`config.mk`:
```
export PLATFORM = sky130hd
export DESIGN_NAME = sd_block_responder_flat
export DESIGN_NICKNAME = d
export VERILOG_FILES = /design/src/rtl/sd_block_responder_if.sv /design/src/rtl/sd_block_responder.sv /design/src/flat_wrapper.sv
export SDC_FILE = /design/constraint.sdc
export NUM_CORES = 1
export LEC_CHECK = 0
export ABC_AREA = 1
export BUFFER_PORTS_ARGS = -buffer_cell sky130_fd_sc_hd__buf_4
export CAP_MARGIN = 10
export CORE_ASPECT_RATIO = 1.75
export CORE_MARGIN = 10
export CORE_UTILIZATION = 48
export CTS_BUF_LIST = sky130_fd_sc_hd__clkbuf_16
export DETAILED_ROUTE_END_ITERATION = 12
export PLACE_DENSITY = 0.79
export SETUP_SLACK_MARGIN = 0.02
export SYNTH_ARGS = -nofsm -noshare
export SYNTH_HDL_FRONTEND = slang
export SYNTH_SLANG_ARGS = --single-unit
```
`constraint.sdc`:
```
create_clock -name clk -period 2.5 [get_ports clk]
set_input_delay 0.125 -clock clk [delete_from_list [all_inputs] [get_ports clk]]
set_output_delay 0.125 -clock clk [all_outputs]
set_load 0.02 [all_outputs]
```
`src/rtl/sd_block_responder_if.sv`:
```
// Bundle of the sd_rd/sd_wr/sd_ack requester protocol and the byte-wide backing-store port.
// slave = block responder, master = requesters plus memory.
interface sd_block_responder_if #(
  parameter int NUM_CH = 3,
  parameter int LBA_W  = 32,
  parameter int MEM_AW = 32
);
  logic [NUM_CH-1:0]       sd_rd;
  logic [NUM_CH-1:0]       sd_wr;
  logic [NUM_CH*LBA_W-1:0] sd_lba_flat;
  logic [NUM_CH-1:0]       sd_ack;
  logic [8:0]              sd_buff_addr;
  logic [7:0]              sd_buff_dout;
  logic                    sd_buff_wr;
  logic [NUM_CH*8-1:0]     sd_buff_din_fl;
  logic                    mem_req;
  logic                    mem_we;
  logic [MEM_AW-1:0]       mem_addr;
  logic [7:0]              mem_wdata;
  logic [7:0]              mem_rdata;
  logic                    mem_ack;
  logic                    busy;

  modport slave (
    input  sd_rd, sd_wr, sd_lba_flat, sd_buff_din_fl, mem_rdata, mem_ack,
    output sd_ack, sd_buff_addr, sd_buff_dout, sd_buff_wr,
           mem_req, mem_we, mem_addr, mem_wdata, busy
  );

  modport master (
    output sd_rd, sd_wr, sd_lba_flat, sd_buff_din_fl, mem_rdata, mem_ack,
    input  sd_ack, sd_buff_addr, sd_buff_dout, sd_buff_wr,
           mem_req, mem_we, mem_addr, mem_wdata, busy
  );
endinterface

```
`src/rtl/sd_block_responder.sv`:
```
// Fixed-priority target for the sd block protocol: moves one 512-byte block per grant
// between a byte-wide backing store and the granted requester's buffer.
module sd_block_responder #(
  parameter int NUM_CH = 3,
  parameter int LBA_W  = 32,
  parameter int MEM_AW = 32
) (
  input  logic                 clk,
  input  logic                 reset,
  sd_block_responder_if.slave  bus
);
  localparam int CH_W = (NUM_CH > 1) ? $clog2(NUM_CH) : 1;
  localparam int FW   = (LBA_W + 9 > MEM_AW) ? LBA_W + 9 : MEM_AW;

  localparam logic [2:0] IDLE   = 3'd0;
  localparam logic [2:0] RD_MEM = 3'd1;
  localparam logic [2:0] WR_BUF = 3'd2;
  localparam logic [2:0] WR_MEM = 3'd3;
  localparam logic [2:0] DONE   = 3'd4;

  typedef struct packed {
    logic [CH_W-1:0]  ch;
    logic             rd;
    logic [LBA_W-1:0] lba;
  } grant_t;

  logic [2:0]                    state;
  logic [8:0]                    idx;
  grant_t                        gnt, req;
  logic                          req_vld;
  logic [2:0]                    vld_pipe;
  logic                          gap;
  logic [FW-1:0]                 addr_full;
  logic [NUM_CH-1:0][LBA_W-1:0]  lba_arr;
  logic [NUM_CH-1:0][7:0]        din_arr;

  genvar c;
  generate
    for (c = 0; c < NUM_CH; c++) begin : g_ch
      assign lba_arr[c] = bus.sd_lba_flat[c*LBA_W +: LBA_W];
      assign din_arr[c] = bus.sd_buff_din_fl[c*8 +: 8];
    end
  endgenerate

  // Lowest active channel wins; a channel asserting both levels is served as a read.
  always_comb begin
    req_vld = 1'b0;
    req     = '0;
    for (int i = NUM_CH - 1; i >= 0; i--) begin
      if (bus.sd_rd[i] | bus.sd_wr[i]) begin
        req_vld = 1'b1;
        req.ch  = CH_W'(i);
        req.rd  = bus.sd_rd[i];
        req.lba = lba_arr[i];
      end
    end
  end

  assign addr_full = FW'({gnt.lba, 9'b0}) + FW'(idx);
  assign bus.busy  = (state != IDLE);

  always_ff @(posedge clk) begin
    if (reset) begin
      state            <= IDLE;
      idx              <= '0;
      gnt              <= '0;
      vld_pipe         <= '0;
      gap              <= 1'b0;
      bus.sd_ack       <= '0;
      bus.sd_buff_addr <= '0;
      bus.sd_buff_dout <= '0;
      bus.sd_buff_wr   <= 1'b0;
      bus.mem_req      <= 1'b0;
      bus.mem_we       <= 1'b0;
      bus.mem_addr     <= '0;
      bus.mem_wdata    <= '0;
    end else begin
      bus.sd_buff_wr <= 1'b0;
      case (state)
        IDLE: if (req_vld) begin
          gnt        <= req;
          idx        <= '0;
          bus.sd_ack <= NUM_CH'(1) << req.ch;
          if (req.rd) begin
            state <= RD_MEM;
          end else begin
            state            <= WR_BUF;
            bus.sd_buff_addr <= '0;
            vld_pipe         <= 3'b001;
          end
        end
        // Request is re-raised one idle cycle after each ack, so only one is ever in flight.
        RD_MEM: if (!bus.mem_req) begin
          bus.mem_req  <= 1'b1;
          bus.mem_we   <= 1'b0;
          bus.mem_addr <= addr_full[MEM_AW-1:0];
        end else if (bus.mem_ack) begin
          bus.mem_req      <= 1'b0;
          bus.sd_buff_addr <= idx;
          bus.sd_buff_dout <= bus.mem_rdata;
          bus.sd_buff_wr   <= 1'b1;
          if (idx == 9'd511) begin
            state <= DONE;
            gap   <= 1'b0;
          end else begin
            idx <= idx + 9'd1;
          end
        end
        // Requester buffer is a registered RAM; one extra cycle of margin before sampling.
        WR_BUF: begin
          vld_pipe <= {vld_pipe[1:0], 1'b0};
          if (vld_pipe[2]) begin
            bus.mem_wdata <= din_arr[gnt.ch];
            bus.mem_req   <= 1'b1;
            bus.mem_we    <= 1'b1;
            bus.mem_addr  <= addr_full[MEM_AW-1:0];
            state         <= WR_MEM;
          end
        end
        WR_MEM: if (bus.mem_req && bus.mem_ack) begin
          bus.mem_req <= 1'b0;
          if (idx == 9'd511) begin
            state <= DONE;
            gap   <= 1'b0;
          end else begin
            idx              <= idx + 9'd1;
            bus.sd_buff_addr <= idx + 9'd1;
            vld_pipe         <= 3'b001;
            state            <= WR_BUF;
          end
        end
        // Ack stays up through the final buffer strobe, then a two-cycle gap with ack low.
        DONE: begin
          bus.sd_ack <= '0;
          gap        <= 1'b1;
          if (gap) state <= IDLE;
        end
        default: state <= IDLE;
      endcase
    end
  end
endmodule

```
`src/flat_wrapper.sv`:
```
// flat-port wrapper written by rule: the top's interface ports become plain ports
module sd_block_responder_flat 
#(
  parameter int NUM_CH = 3,
  parameter int LBA_W  = 32,
  parameter int MEM_AW = 32
)
  (clk, reset, bus_sd_rd, bus_sd_wr, bus_sd_lba_flat, bus_sd_buff_din_fl, bus_mem_rdata, bus_mem_ack, bus_sd_ack, bus_sd_buff_addr, bus_sd_buff_dout, bus_sd_buff_wr, bus_mem_req, bus_mem_we, bus_mem_addr, bus_mem_wdata, bus_busy);
  sd_block_responder_if #(.NUM_CH(NUM_CH), .LBA_W(LBA_W), .MEM_AW(MEM_AW)) bus_i ();
  input  logic clk;
  input  logic reset;
  input wire logic [$bits(bus_i.sd_rd)-1:0] bus_sd_rd;
  input wire logic [$bits(bus_i.sd_wr)-1:0] bus_sd_wr;
  input wire logic [$bits(bus_i.sd_lba_flat)-1:0] bus_sd_lba_flat;
  input wire logic [$bits(bus_i.sd_buff_din_fl)-1:0] bus_sd_buff_din_fl;
  input wire logic [$bits(bus_i.mem_rdata)-1:0] bus_mem_rdata;
  input wire logic [$bits(bus_i.mem_ack)-1:0] bus_mem_ack;
  output wire logic [$bits(bus_i.sd_ack)-1:0] bus_sd_ack;
  output wire logic [$bits(bus_i.sd_buff_addr)-1:0] bus_sd_buff_addr;
  output wire logic [$bits(bus_i.sd_buff_dout)-1:0] bus_sd_buff_dout;
  output wire logic [$bits(bus_i.sd_buff_wr)-1:0] bus_sd_buff_wr;
  output wire logic [$bits(bus_i.mem_req)-1:0] bus_mem_req;
  output wire logic [$bits(bus_i.mem_we)-1:0] bus_mem_we;
  output wire logic [$bits(bus_i.mem_addr)-1:0] bus_mem_addr;
  output wire logic [$bits(bus_i.mem_wdata)-1:0] bus_mem_wdata;
  output wire logic [$bits(bus_i.busy)-1:0] bus_busy;
  assign bus_i.sd_rd = bus_sd_rd;
  assign bus_i.sd_wr = bus_sd_wr;
  assign bus_i.sd_lba_flat = bus_sd_lba_flat;
  assign bus_i.sd_buff_din_fl = bus_sd_buff_din_fl;
  assign bus_i.mem_rdata = bus_mem_rdata;
  assign bus_i.mem_ack = bus_mem_ack;
  assign bus_sd_ack = bus_i.sd_ack;
  assign bus_sd_buff_addr = bus_i.sd_buff_addr;
  assign bus_sd_buff_dout = bus_i.sd_buff_dout;
  assign bus_sd_buff_wr = bus_i.sd_buff_wr;
  assign bus_mem_req = bus_i.mem_req;
  assign bus_mem_we = bus_i.mem_we;
  assign bus_mem_addr = bus_i.mem_addr;
  assign bus_mem_wdata = bus_i.mem_wdata;
  assign bus_busy = bus_i.busy;
  sd_block_responder #(.NUM_CH(NUM_CH), .LBA_W(LBA_W), .MEM_AW(MEM_AW)) u_core (.clk(clk), .reset(reset), .bus(bus_i));
endmodule
```
==> impl_results.md, run 1 <==
- Worst hold path class: input pin to register
- Multi-input gate area: 2390 um^2
- CTS tree: built
- Port bufs: 173
- CP arrival: 2410 ps
- Wire length per cell: 15.3 um
- Combinational power share: 44.5%
- Design Area, Final: 6470 um^2
- ANT cells: 0
- DIE AREA: 14700 um^2
- Final clock skew: 7.44 ps
- Min Hold Slack: 38.9 ps
- Worst path required time: 2720 ps
- Sequential area share after synthesis: 42.8%
- Final Core Density: 65.3%
- Most frequent cell after synthesis: nand2_1
- Slew Viols, Final: 0
- Dpl ws: 332 ps
- Vias in the first global route: 5110
- Run status: finished clean
- Placement Rows: 48
- H-tree depth: 3
- Reg2reg end: u_core.idx[5]
- Reg area: 2080 um^2
- Dominant synthesized flop cell: dfxtp_1
- Post_cts resized: 0
- Iter 0 DRT Violations: 255
- Internal power: 3.90 mW
- Total CTS buffers: 9
- Post-CTS setup repair buffer count: 0
- # DRC: 0
- Layout cells sized above 1: 26.2%
- Worst-path fanout max: 10
- Multiplexer share of the synthesized area: 0%
- Initial Util: 49.1%
- Post-Synth Simple-Gate Area: 28.7%
- Max VDD drop: 645 uV
- Syn Area/Cell: 6.89 um^2
- DR vias: 5046
- Crit path to: u_core.idx[5]
- Clock Power Share: 19.4%
- Ys async rst share: 0%
- Mapped cell area: 4870 um^2
- Non-filler instance count after layout: 990
- Flops & latches, synth: 104
- Max Buffers Root-to-Sink: 2
- Worst Setup SP: u_core.idx[0]
- Placer Congestion: 0.949
- Slew HR: 55.0%
- Tot GR Track Use: 20.4%
- Post-synth top cells: nand2_1 (160), dfxtp_1 (104), a21oi_1 (94)
- Final period util: 87.5%
- First-pass GRT wire length: 24.2 mm
- Pin count of the biggest net entering global routing: 48
- Worst-path clk slew: 70 ps
- CTS sink cnt: 104
- Detailed-route wire length: 15.1 mm
- Peak Freq: 457 MHz
- Pwr Density: 1040 nW/um^2
- Syn nets: 847
- Post-Synth XOR/XNOR Area: 0%
- Top cell type's share of synthesized area: 42.8%
- Final setup fails: 0
- Reg2reg start: u_core.idx[0]
- RSZ-0062 raised after global routing: no
- Mapped Cells: 707
- Fin Setup TNS: 0 ps
- Min Tclk post-route: 2190 ps
- Congestion Overflow GR: 0
- Die width: 96.1 um
- Leading area contributor after synthesis: dfxtp_1
- Root Driver: clkbuf_16
- Slew @ Worst Pin: 675 ps
- Max-cap viol count: 0
- Fill count: 934
- Sw Share: 42.0%
- Synth cell types: 31
- IO Count: 201
- R2r setup slk: 310 ps
- Placed instance count: 974
- Die Y: 153 um
- Hold_buf cts: 0
- DP Area: 6190 um^2
- Critical path capture point type: register
- Drt pass-1 iters: 5
- Hold Fails Final Rpt: 0
- Post-synthesis adder-cell area fraction: 0.771%
- Setup ws final: 313 ps
- Main combinational cell family by area after synthesis: simple AND/OR/NAND/NOR gates
- Worst-skew pair later-pin latency: 350 ps
- Post-synthesis compound-gate area fraction: 19.6%
- Post-DRT Antenna Nets: 0
- Initial antenna violation count: 0
- Detailed Place HPWL: 11.9 mm
- Layout overhead on the synthesized area: 32.8%
- Critical path class: register to register
- LEAKAGE: 2.99 nW
- Core box area: 9910 um^2
- Crit start category: register
- Ys Warns: 0
- Synth area leaders: dfxtp_1 (43%), nand2_1 (12%), a21oi_1 (9.7%), o21ai_0 (6.8%), nor2_1 (6.6%)
- # nets final: 1000
- Via/cell ratio: 5.10
- Worst R2R Path Depth: 13
- WHS Path Cells: 3
- Post-synth EDFFs: 0
- Total Power: 6.73 mW
- Flop pwr share: 36.0%
- Switching Power: 2.82 mW
==> layout make-up <==
type	instances	area share, %
timing repair buffer	181	21.2
multi-input combinational	512	36.9
clock inverter	7	0.754
inverter	52	3.02
clock buffer	9	3.48
tap	125	2.42
sequential	104	32.2
==> sequential cells by signal, indices dropped and copies added (netlist names) <==
signal / count
u_core.bus.sd_buff_addr: 9
u_core.bus.sd_buff_dout: 8
u_core.gnt: 25
u_core.idx: 9
u_core.vld_pipe: 3
u_core.bus.sd_ack: 3
u_core.bus.mem_addr: 32
u_core.bus.mem_req: 1
u_core.gap: 1
u_core.bus.mem_we: 1
u_core.bus.mem_wdata: 8
u_core.state: 3
u_core.bus.sd_buff_wr: 1
==> power by group through the flow <==
stage	clock network, mW	logic [mW]	registers (mW)
floorplan	0	1.87	2.68
CTS	1.33	3.03	2.43
finish	1.31	3.00	2.42
global route	1.39	3.37	2.48
detailed placement	0	3.02	2.46
global placement	0	2.96	2.43
==> worst min path at each step <==
stage                                   start             end  slack [ps]
after floorplan           bus_sd_lba_flat[64]   u_core.gnt[0]         300
after global placement    bus_sd_lba_flat[80]  u_core.gnt[16]         380
after detailed placement  bus_sd_lba_flat[73]   u_core.gnt[9]         390
after CTS                 bus_sd_lba_flat[73]   u_core.gnt[9]          30
after global routing      bus_sd_lba_flat[75]  u_core.gnt[11]          50
final                     bus_sd_lba_flat[73]   u_core.gnt[9]          40
==> worst max-delay path: stages (launching register included) <==
cell and delay [ps]:
dfxtp_1 440, ha_1 240, nand2_1 60, inv_1 100, nand4_1 110, nor2_1 210
ha_1 230, inv_1 50, nor2_1 170, nor2_2 110, nand2_4 140, inv_2 80
nand2_1 60, a21oi_1 60
==> layer usage <==
metal | GRT usage [%] | up-vias | part of all wire, %
li1 | - | 2617 | -
met1 | 20.4 | 2245 | 36
met2 | 36.9 | 154 | 54
met3 | 5.89 | 30 | 6.4
met4 | 9.32 | 0 | 3.2
met5 | 0 | - | 0
==> logic make-up after synthesis <==
family / after synthesis
AOI/OAI and AO/OA: 187
DFF: 104
buffers and inverters: 91
adders and majority gates: 3
and+or+nand+nor: 322
==> cell usage in the layout (no fill, tap or decap), drive strengths merged, types with 3 or more instances in the layout <==
master      n
clkbuf      9
a21oi      95
ha          3
o21ai      86
clkinv      3
dfxtp     104
buf       181
nor2       95
nor3       33
clkinvlp    3
nand2     168
nand3      17
nand4       8
inv        53
(Power assumes the default switching activity.)
==> run 2: changes to the inputs <==
--- a/config.mk
+++ b/config.mk
@@ -8,12 +8,13 @@
 export ABC_AREA = 1
 export BUFFER_PORTS_ARGS = -buffer_cell sky130_fd_sc_hd__buf_4
 export CAP_MARGIN = 10
-export CORE_ASPECT_RATIO = 1.75
+export CORE_ASPECT_RATIO = 0.7
 export CORE_MARGIN = 10
 export CORE_UTILIZATION = 48
 export CTS_BUF_LIST = sky130_fd_sc_hd__clkbuf_16
 export DETAILED_ROUTE_END_ITERATION = 12
 export PLACE_DENSITY = 0.79
+export REMOVE_ABC_BUFFERS = 1
 export SETUP_SLACK_MARGIN = 0.02
 export SYNTH_ARGS = -nofsm -noshare
 export SYNTH_HDL_FRONTEND = slang
==> run 2 against run 1 <==
Net effect: core utilization up 0.85 points; cell area increased by 0.15%; sequential power hardly changed; register-to-register slack got worse by 50 ps; clock power about the same; fmax is 2.1% lower; non-clock buffer count down 2; critical path type unchanged; clock skew down 1.0 ps.
==> impl_results.md, run 2 (synthesis results as in run 1) <==
- Run status: finished clean
- # DRC: 0
- Met3 GRT Util: 6.30%
- Min Tclk post-route: 2230 ps
- DIE AREA: 14600 um^2
- GRT busiest layer: met2
- Clock Power Share: 19.5%
- Post-DRT Antenna Nets: 0
- Placed instance count: 975
- Regs by FF count: u_core.bus.mem_addr (32), u_core.gnt (25)
- Dpl ws: 372 ps
- Most common cell after layout, fill and taps aside: buf_4
- Hold_buf cts: 0
- Switching Power: 2.84 mW
- GRT met2 Usage: 30.7%
- Core box area: 9800 um^2
- Max-cap viol count: 0
- Internal power: 3.91 mW
- Fin Setup TNS: 0 ps
- RSZ-0062 raised after global routing: no
- Reg with most FFs: u_core.bus.mem_addr
- Max reg flops: 32
- Max VDD drop: 694 uV
- Wire length per cell: 15.0 um
- Hold Fails Final Rpt: 0
- Post_cts resized: 0
- IO Count: 201
- Placer Congestion: 1.01
- Sw Share: 42.0%
- Initial antenna violation count: 0
- DR vias: 5221
- Slew @ Worst Pin: 708 ps
- Via/cell ratio: 5.27
- Worst-path fanout max: 10
- ANT cells: 0
- LEAKAGE: 2.98 nW
- Setup ws final: 267 ps
- Root Driver: clkbuf_16
- Met1 usage: 24.1%
- Fill count: 867
- Peak Freq: 448 MHz
- Reg area: 2080 um^2
- Worst-skew pair later-pin latency: 340 ps
- Worst path required time: 2720 ps
- Critical path class: register to register
- Placement Rows: 30
- Port bufs: 173
- Detailed-route wire length: 14.9 mm
- Slew Viols, Final: 0
- Max Buffers Root-to-Sink: 2
- # nets final: 998
- Pin count of the biggest net entering global routing: 61
- Die width: 140 um
- Non-filler instance count after layout: 991
- Pwr Density: 1040 nW/um^2
- Total CTS buffers: 9
- Final clock skew: 6.45 ps
- CTS sink cnt: 104
- Detailed Place HPWL: 11.3 mm
- Slew HR: 52.7%
- H-tree depth: 3
- Initial Util: 49.7%
- Final setup fails: 0
- Critical path capture point type: register
- Layout cells sized above 1: 26.2%
- Flop pwr share: 35.7%
- Combinational power share: 44.8%
- Crit start category: register
- Worst-path clk slew: 70 ps
- Drt pass-1 iters: 5
- Post-CTS setup repair buffer count: 0
- Multi-input gate area: 2390 um^2
- Min Hold Slack: 38.3 ps
- Iter 0 DRT Violations: 335
- Worst hold path class: input pin to register
- Tot GR Track Use: 19.1%
- Die Y: 104 um
- Vias in the first global route: 4774
- CTS tree: built
- Total Power: 6.75 mW
- First-pass GRT wire length: 23.7 mm
- Most frequent cells in the layout: buf_4 (177), nand2_1 (160), dfxtp_1 (104)
- CP arrival: 2450 ps
- Congestion Overflow GR: 0
- Layout overhead on the synthesized area: 33.1%
- Final period util: 89.3%
run 2: cell types whose count changed in the layout (fill, tap and decap cells not counted), sizes merged:
cell,change
buf,-2
clkinv,+2
clkinvlp,-1
inv,-1
run 2: routing by layer:
| metal | vias up | wire [um] |
|---|---|---|
| li1 | 2624 | - |
| met1 | 2377 | 6450 |
| met2 | 204 | 6960 |
| met3 | 16 | 1330 |
| met4 | 0 | 146 |
| met5 | - | 0 |
run 2: final cells by class:
type,count,area share (%)
Clock buffer,9,3.48
Inverter,52,3.01
Multi-Input combinational cell,512,36.9
Clock inverter,7,0.889
Sequential cell,104,32.1
Tap cell,128,2.47
Timing Repair Buffer,179,21.1
run 2: final timing paths:
path / slack (ps) / depth (start not counted) / endpoint / startpoint
setup / recovery: 270 / 13 / u_core.idx[6] / u_core.idx[0]
hold / removal: 40 / 3 / u_core.gnt[16] / bus_sd_lba_flat[80]
setup reg to reg: 270 / 13 / u_core.idx[6] / u_core.idx[0]
hold reg to reg: 450 / 2 / u_core.bus.sd_buff_dout[6] / u_core.bus.sd_buff_dout[6]
run 2: stage by stage:
step / area [um^2] / util (%)
final: 6480 / 66.1
after global routing: 6480 / 66.1
after CTS: 6480 / 66.1
after detailed placement: 6190 / 63.2
after global placement: 6190 / 63.2
after floorplan: 4670 / -
run 2: power groups by stage:
stage,sequential (mW),combinational [mW],clock [mW]
detailed placement,2.44,3.02,0
floorplan,2.71,1.62,0
global placement,2.42,2.94,0
global route,2.46,3.35,1.42
finish,2.41,3.02,1.31
CTS,2.40,3.03,1.35
run 2: critical path: stages, from the launching register on:
cell     delay (ps)
dfxtp_1         430
ha_1            230
nand2_1          60
inv_1           110
nand4_1         110
nor2_1          220
ha_1            220
inv_1            40
nor2_1          200
nor2_2          130
nand2_4         150
inv_2            70
nand2_1          70
a21oi_1          60
